### src/rtl/sine_sweep_ctrl.sv
// Sweep sequencer for a DDS/NCO sine core: loads tone parameters, restarts the
// phase, then steps the tuning word through n_steps+1 points of fixed dwell.
//
// state | meaning
// IDLE  | waiting for a descriptor (cfg_ready=1)
// RUN   | stepping frequency, dwell_cnt counts down the current point
// HOLD  | dwell=0, continuous tone at f_start until abort
// DONE  | one-cycle done pulse, DDS disabled, then IDLE
module sine_sweep_ctrl #(
    parameter int FTW_W = 32,
    parameter int PH_W  = 16,
    parameter int AMP_W = 16,
    parameter int CNT_W = 16
) (
    input  logic             clk,
    input  logic             rst_n,
    input  logic             cfg_valid,
    output logic             cfg_ready,
    input  logic [FTW_W-1:0] cfg_f_start,
    input  logic [FTW_W-1:0] cfg_f_step,
    input  logic [CNT_W-1:0] cfg_n_steps,
    input  logic [CNT_W-1:0] cfg_dwell,
    input  logic [PH_W-1:0]  cfg_phase,
    input  logic [AMP_W-1:0] cfg_amp,
    input  logic [AMP_W-1:0] cfg_offset,
    input  logic             abort,
    output logic             busy,
    output logic             done,
    output logic             aborted,
    output logic [CNT_W-1:0] step_idx,
    output logic             dds_en,
    output logic             dds_phase_rst,
    output logic [FTW_W-1:0] dds_ftw,
    output logic [PH_W-1:0]  dds_phase,
    output logic [AMP_W-1:0] dds_amp,
    output logic [AMP_W-1:0] dds_offset
);

    typedef enum logic [1:0] {
        S_IDLE = 2'd0,
        S_RUN  = 2'd1,
        S_HOLD = 2'd2,
        S_DONE = 2'd3
    } state_t;

    state_t           state;
    logic [FTW_W-1:0] f_step_q;
    logic [CNT_W-1:0] n_steps_q;
    logic [CNT_W-1:0] dwell_q;
    logic [CNT_W-1:0] dwell_cnt;

    assign cfg_ready = (state == S_IDLE);

    always_ff @(posedge clk or negedge rst_n) begin
        if (!rst_n) begin
            state         <= S_IDLE;
            f_step_q      <= '0;
            n_steps_q     <= '0;
            dwell_q       <= '0;
            dwell_cnt     <= '0;
            busy          <= 1'b0;
            done          <= 1'b0;
            aborted       <= 1'b0;
            step_idx      <= '0;
            dds_en        <= 1'b0;
            dds_phase_rst <= 1'b0;
            dds_ftw       <= '0;
            dds_phase     <= '0;
            dds_amp       <= '0;
            dds_offset    <= '0;
        end else begin
            dds_phase_rst <= 1'b0;
            done          <= 1'b0;
            aborted       <= 1'b0;
            case (state)
                S_IDLE: begin
                    if (cfg_valid) begin
                        f_step_q      <= cfg_f_step;
                        n_steps_q     <= cfg_n_steps;
                        dwell_q       <= cfg_dwell;
                        dwell_cnt     <= cfg_dwell - CNT_W'(1);
                        dds_ftw       <= cfg_f_start;
                        dds_phase     <= cfg_phase;
                        dds_amp       <= cfg_amp;
                        dds_offset    <= cfg_offset;
                        dds_en        <= 1'b1;
                        dds_phase_rst <= 1'b1;
                        step_idx      <= '0;
                        busy          <= 1'b1;
                        state         <= (cfg_dwell != '0) ? S_RUN : S_HOLD;
                    end
                end
                S_RUN: begin
                    // abort takes priority even on the final cycle of the last point
                    if (abort) begin
                        aborted <= 1'b1;
                        dds_en  <= 1'b0;
                        busy    <= 1'b0;
                        state   <= S_IDLE;
                    end else if (dwell_cnt == '0) begin
                        if (step_idx == n_steps_q) begin
                            done   <= 1'b1;
                            dds_en <= 1'b0;
                            busy   <= 1'b0;
                            state  <= S_DONE;
                        end else begin
                            dds_ftw   <= dds_ftw + f_step_q;
                            step_idx  <= step_idx + CNT_W'(1);
                            dwell_cnt <= dwell_q - CNT_W'(1);
                        end
                    end else begin
                        dwell_cnt <= dwell_cnt - CNT_W'(1);
                    end
                end
                S_HOLD: begin
                    if (abort) begin
                        aborted <= 1'b1;
                        dds_en  <= 1'b0;
                        busy    <= 1'b0;
                        state   <= S_IDLE;
                    end
                end
                S_DONE: begin
                    state <= S_IDLE;
                end
                default: begin
                    state <= S_IDLE;
                end
            endcase
        end
    end

endmodule

### config.mk
export PLATFORM = sky130hd
export DESIGN_NAME = sine_sweep_ctrl
export DESIGN_NICKNAME = d
export VERILOG_FILES = /design/src/rtl/sine_sweep_ctrl.sv
export SDC_FILE = /design/constraint.sdc
export NUM_CORES = 1
export LEC_CHECK = 0
export ABC_AREA = 1
export BUFFER_PORTS_ARGS = -buffer_cell sky130_fd_sc_hd__buf_2
export CELL_PAD_IN_SITES_DETAIL_PLACEMENT = 1
export CELL_PAD_IN_SITES_GLOBAL_PLACEMENT = 1
export CORE_ASPECT_RATIO = 1.2
export CORE_MARGIN = 2
export CORE_UTILIZATION = 24
export DETAILED_ROUTE_END_ITERATION = 12
export GPL_TIMING_DRIVEN = 0
export PLACE_DENSITY = 0.59
export SLEW_MARGIN = 20
export SYNTH_ARGS = -nofsm -noshare
export SYNTH_HDL_FRONTEND = slang
export SYNTH_SLANG_ARGS = --single-unit
### constraint.sdc
create_clock -name clk -period 2 [get_ports clk]
set_input_delay 0.1 -clock clk [delete_from_list [all_inputs] [get_ports clk]]
set_output_delay 0.1 -clock clk [all_outputs]
set_load 0.01 [all_outputs]
# Word-level counts from Yosys, hierarchy flattened
# Index checks and enable logic that the tools add are counted.
# Widths: inputs -> output; s select.
# word_totals
reg_bits	182
latchBits	0
ramBits	0
romBits	0
input_bits	148
output_inout_bits	102
memories	0
# op_classes
addsub	5
n_mul	0
div	0
magnitude_cmp	0
n_eq_ne	12
shifts	0
mux	36
bitwise_logic	0
reduce_logical	11
# ops
cell	n
$mux 16	8
$mux 32	4
$pmux 16 s2	2
$pmux 32 s2	1
$sub 16x1->16 const B	3
$add 32x32->32	1
$add 16x1->16 const B	1
$eq 16x16->1	1
$logic_not 16->1	1
$reduce_bool 16->1	1
$mux 1	13
$mux 2	6
$ne 2x2->1 const B	5
$reduce_and 5->1	2
$ne 3x3->1 const B	3
$pmux 2 s4	1
$reduce_and 4->1	2
$eq 2x2->1 const B	2
$pmux 1 s3	1
$reduce_bool 3->1	1
$eq 2x1->1 const B	1
$logic_not 2->1	1
$reduce_and 2->1	1
$reduce_bool 2->1	1
$reduce_or 2->1	1

# Depth between registers and ports, before layout
# logic_depth
depth_word	5
mapped_depth	16
ltp_nobuf	16

# Worst setup path before layout
# Ideal clock, no wire load.
# synth_path
path_kind	reg2reg
start	reg dds_ftw[0]
end	reg dds_ftw[22]
setup_ps	65
arrival_ps	2075
setup_slack_ps	-140
stages_incl_launch_ff	16
n_path_buf	0
synth_period_minus_slack_ps	2140
cell_sequence	dfrtp_1 ha_1 inv_1 fa_1 inv_1 nand3_1 nand2_1 nand2_1 nand2_1 nand3_1 nand2_1 a21oi_1 or2_2 nand3_1 nand2_1 nand2_1
# synth_between
elab_chain_len	5
# synth_rtl
element	line_no	rtl
from (decl)	33	output logic [FTW_W-1:0] dds_ftw,
from (signal assigned)	82	dds_ftw <= cfg_f_start;
from (signal assigned)	107	dds_ftw <= dds_ftw + f_step_q;
$add 32x32->32	107	
$mux 32	101	if (step_idx == n_steps_q) begin
$mux 32	100	end else if (dwell_cnt == '0) begin
$mux 32	95	if (abort) begin
$pmux 32 s2	75	case (state)
# No other way between the ends. The select of a mux whose other input is x is not followed.
# A chain may end at the register's enable or synchronous reset.

# Worst setup path in the final report
# layout_path
start	reg f_step_q[0]
end	reg dds_ftw[24]
# layout_between
elab_chain_len	5
# layout_rtl
element	line_no	rtl
from (decl)	47	logic [FTW_W-1:0] f_step_q;
from (signal assigned)	78	f_step_q <= cfg_f_step;
$add 32x32->32	107	
$mux 32	101	
$mux 32	100	
$mux 32	95	
$pmux 32 s2	75	
# No other way between the ends. The select of a mux whose other input is x is not followed.

==> impl_metrics.tcl <==
set metrics [dict create \
    worstSetupPathType "flip-flop to flip-flop" \
    grt_max_degree 73 \
    holdPathEnd "dds_ftw[28]" \
    most_frequent_standard_cell_in_the_layout_excluding_fill_and_tap_cells "sky130_fd_sc_hd__nand2_1" \
    top_library_cells_by_usage_in_the_layout_fill_and_taps_aside "sky130_fd_sc_hd__nand2_1, sky130_fd_sc_hd__buf_2, sky130_fd_sc_hd__dfrtp_1" \
    floorplan.initialDensity_pct 24.3 \
    number_of_enable_flip_flop_cells_after_synthesis 0 \
    dpl-instance-area_sq_mm 0.0124 \
    cts.reportedPaths.clkPinSlew_ns 0.08 \
    holdPathStages 5 \
    dr_total_vias 11600 \
    tightestPinTransition_ns 0.749 \
    die_height_um 232 \
    place_worst_setup_slack_ns -1.17 \
    totalNegativeSetupSlack_ns -0.649 \
    numPortBuffers 249 \
    critPathCaptureType "flip-flop" \
    postSynth.asyncResetShare_pct 100 \
    groute.usage.overall_pct 19.2 \
    ys_seq_area_share_pct 43.7 \
    grt_setup_unrepaired "true" \
    numClockSinks 182 \
    ys_dominant_reg_cell "sky130_fd_sc_hd__dfrtp_1" \
    drc 0 \
    max-cap-violations 0 \
    synthesis.yosys.warnings 0 \
    post_synth_instance_area_sq_mm 0.0104 \
    num_rows 83 \
    final_area_sq_mm 0.0167 \
    clock_tree.buffer_depth 2 \
    postSynthRegisterBits 182 \
    die-area_sq_mm 0.0451 \
    fillCellCount 5154 \
    clockRootBuffer "sky130_fd_sc_hd__clkbuf_16" \
    clock.fmax_mhz 475 \
    firstDrtPassIters 4 \
    finish.net_count 2113 \
    maxSlewViolCount 0 \
    detail-route-antenna-nets 0 \
    ir_drop_mv 0.687 \
    finalPower_uw 27800 \
    syn-instance-count 1435 \
    critical_path.n_buffers_inverters 4 \
    timing.rr.end "dds_ftw[24]" \
    final_min_period_over_clock_period_pct 105 \
    critical_path.max_stage_delay_ns 0.45 \
    post_synthesis_to_final_layout_area_growth_pct 60.6 \
    launch_instance_of_the_worst_min_delay_path "cfg_f_start[28]" \
    grt_remaining_overflow 0 \
    syn-mean-instance-area_sq_um 7.26 \
    failed_checks "setup timing" \
    placeableCoreArea_sq_mm 0.0428 \
    totalWireLength_mm 44.6 \
    synth_fp_nets 1620 \
    boundaryPins 250 \
    worst_setup_slack_for_register_to_register_paths_ns -0.10 \
    cts-buffers-inserted 17 \
    dp.final_hpwl_mm 31.4 \
    routed_via_density 4.63 \
    power.density_cell_area_mw_per_mm2 1660 \
    globalplace.congestion 0.859 \
    crit_chain "ha_4 > inv_4 > fa_2 > inv_2 > nand3_2 > nand2_4 > a21oi_4 > buf_6 > inv_2 > nand4_1 > nand3_1 > nand2_1 > nand3_2 > nand2_1 > nand2_1" \
    worst_slew_margin_rel_pct 50.1 \
    h-tree-depth 4 \
    detailedRoute.firstIterationViolations 347 \
    final_setup_violations 17 \
    die_w_um 194 \
    cpLargestDelayFamily "simple AND/OR/NAND/NOR gates" \
    final_period_minus_worst_setup_slack_ns 2.10 \
    power.leakage_uw 0.00813 \
    run_status "finished with violations" \
    post_route_cells_drive_above_1_share_pct 36.1 \
    postLayoutSetupSlackWorst_ns -0.103 \
    cell_occurring_most_often_along_the_worst_timing_path "sky130_fd_sc_hd__nand2_1" \
    fin_skew_ns 0.0146 \
    number_of_global_route_vias_before_repair 12200 \
    worst_r2r_path_depth 15 \
    cp_max_fo 4 \
    worstSetupStartpointType "flip-flop" \
    hold_class "primary input to flip-flop" \
    grt_first_pass_wirelength_mm 67.5 \
    worst_skew_pair.late_latency_ns 0.48 \
    ys_types 46 \
    tritoncts "done" \
    post_drt_wl_per_cell_um 17.9 \
    grt_antenna_before_repair 1 \
    worstPathRequired_ns 2.37 \
    worstReg2RegStart "f_step_q[0]" \
    critPathSlowestCell "sky130_fd_sc_hd__dfrtp_2" \
    final_hold_viol_count 0 \
    crit_arrival_ns 2.47 \
]
-- worst min-delay path: stages --
cell and delay (ns):
sky130_fd_sc_hd__buf_2 0.08, sky130_fd_sc_hd__nor2_1 0.04, sky130_fd_sc_hd__nor2_1 0.10, sky130_fd_sc_hd__o21ai_1 0.08, sky130_fd_sc_hd__nand2_1 0.06
-- power breakdown --
group | switching (uW) | total, uW | internal, uW
clock network | 1830 | 3550 | 1710
logic | 10500 | 17500 | 7080
registers | 1400 | 6750 | 5360
total | 13700 | 27800 | 14100
-- kinds of logic (layout without fill, tap and decap cells) --
group	count (synthesis)	count (layout)	share of synthesized area, %
simple gates	867	867	33.8
compound gates	187	187	9.92
flops	182	182	43.7
buf+inv	127	633	5.11
fa+ha+maj	37	37	4.52
xor+xnor	34	34	2.86
mux	1	1	0.0961
other cells	0	1	0
-- layout make-up --
type                            count  area (sq um)  area share, %
Multi-Input combinational cell   1126          6700           40.1
Sequential cell                   182          4580           27.4
Timing Repair Buffer              474          3450           20.6
Tap cell                          552           691           4.13
Clock buffer                       18           439           2.63
Buffer                             50           398           2.38
Inverter                           76           297           1.77
Clock inverter                     14           159          0.950
Timing Repair inverter              1          7.51         0.0449
Antenna cell                        1          2.50         0.0150
-- synthesized netlist by cell type (4+ instances only) --
cell / count / share of area, %
sky130_fd_sc_hd__nor2_1: 134 / 4.8
sky130_fd_sc_hd__nand4_1: 16 / 0.96
sky130_fd_sc_hd__dfrtp_1: 182 / 44
sky130_fd_sc_hd__inv_2: 4 / 0.14
sky130_fd_sc_hd__buf_1: 5 / 0.18
sky130_fd_sc_hd__a21o_1: 4 / 0.29
sky130_fd_sc_hd__buf_2: 8 / 0.38
sky130_fd_sc_hd__o31ai_1: 9 / 0.65
sky130_fd_sc_hd__clkbuf_1: 29 / 1.0
sky130_fd_sc_hd__a21oi_1: 62 / 3.0
sky130_fd_sc_hd__o21ai_1: 17 / 0.82
sky130_fd_sc_hd__nor3_1: 10 / 0.48
sky130_fd_sc_hd__o21a_1: 8 / 0.58
sky130_fd_sc_hd__buf_4: 6 / 0.43
sky130_fd_sc_hd__o21ai_0: 74 / 3.6
sky130_fd_sc_hd__nand2_2: 10 / 0.60
sky130_fd_sc_hd__xor2_1: 28 / 2.4
sky130_fd_sc_hd__nand3_1: 69 / 3.3
sky130_fd_sc_hd__inv_1: 72 / 2.6
sky130_fd_sc_hd__nand2_1: 600 / 22
sky130_fd_sc_hd__ha_1: 36 / 4.3
sky130_fd_sc_hd__nor4_1: 10 / 0.60
sky130_fd_sc_hd__xnor2_1: 6 / 0.50
-- per-stage QoR --
stage	util [%]	hold WS (ns)	instances
2_1_floorplan	-	-0.196	1435
3_3_place_gp	28.9	0.293	2236
3_5_place_dp	29.1	0.0150	2238
4_1_cts	36.3	0.00108	2446
5_1_grt	39.1	0.0258	2494
6_report	39.1	0.0244	2494
-- sequential cells by signal, indices dropped and copies added (netlist names) --
signal and cells:
dds_phase 16, dds_en 1, dds_amp 16, dds_offset 16, f_step_q 32, done 1, state 2, n_steps_q 16
step_idx 16, dds_ftw 32, dwell_q 16, aborted 1, dwell_cnt 16, dds_phase_rst 1
-- layer usage --
| layer | share of wire (%) | global-route usage, % |
|---|---|---|
| met1 | 42 | 23.2 |
| met2 | 50 | 33.9 |
| met3 | 3.8 | 3.11 |
| met4 | 3.4 | 8.00 |
| met5 | 0 | 0 |
-- what timing repair did --
item                                    CTS  global route
pin swaps                                40            76
resized for setup                       214           234
cloned                                    1             3
endpoints found under the setup margin  164           143
buffers inserted                         35            45
hold buffers                            141             0
hold endpoints to repair                251             0
-- worst max-delay path by stage --
stage,start,to,slack (ns),cells after the start
6_report,f_step_q[0],dds_ftw[24],-0.10,15
5_1_grt,f_step_q[0],dds_ftw[24],-0.21,15
4_1_cts,f_step_q[0],dds_ftw[28],-0.13,13
3_5_place_dp,state[0],dds_offset[8],-1.17,8
3_3_place_gp,rst_n,dwell_q[12],-2.67,1
2_1_floorplan,dds_ftw[0],dds_ftw[22],-0.02,15
Note: power is estimated with default switching activity, not from simulation.
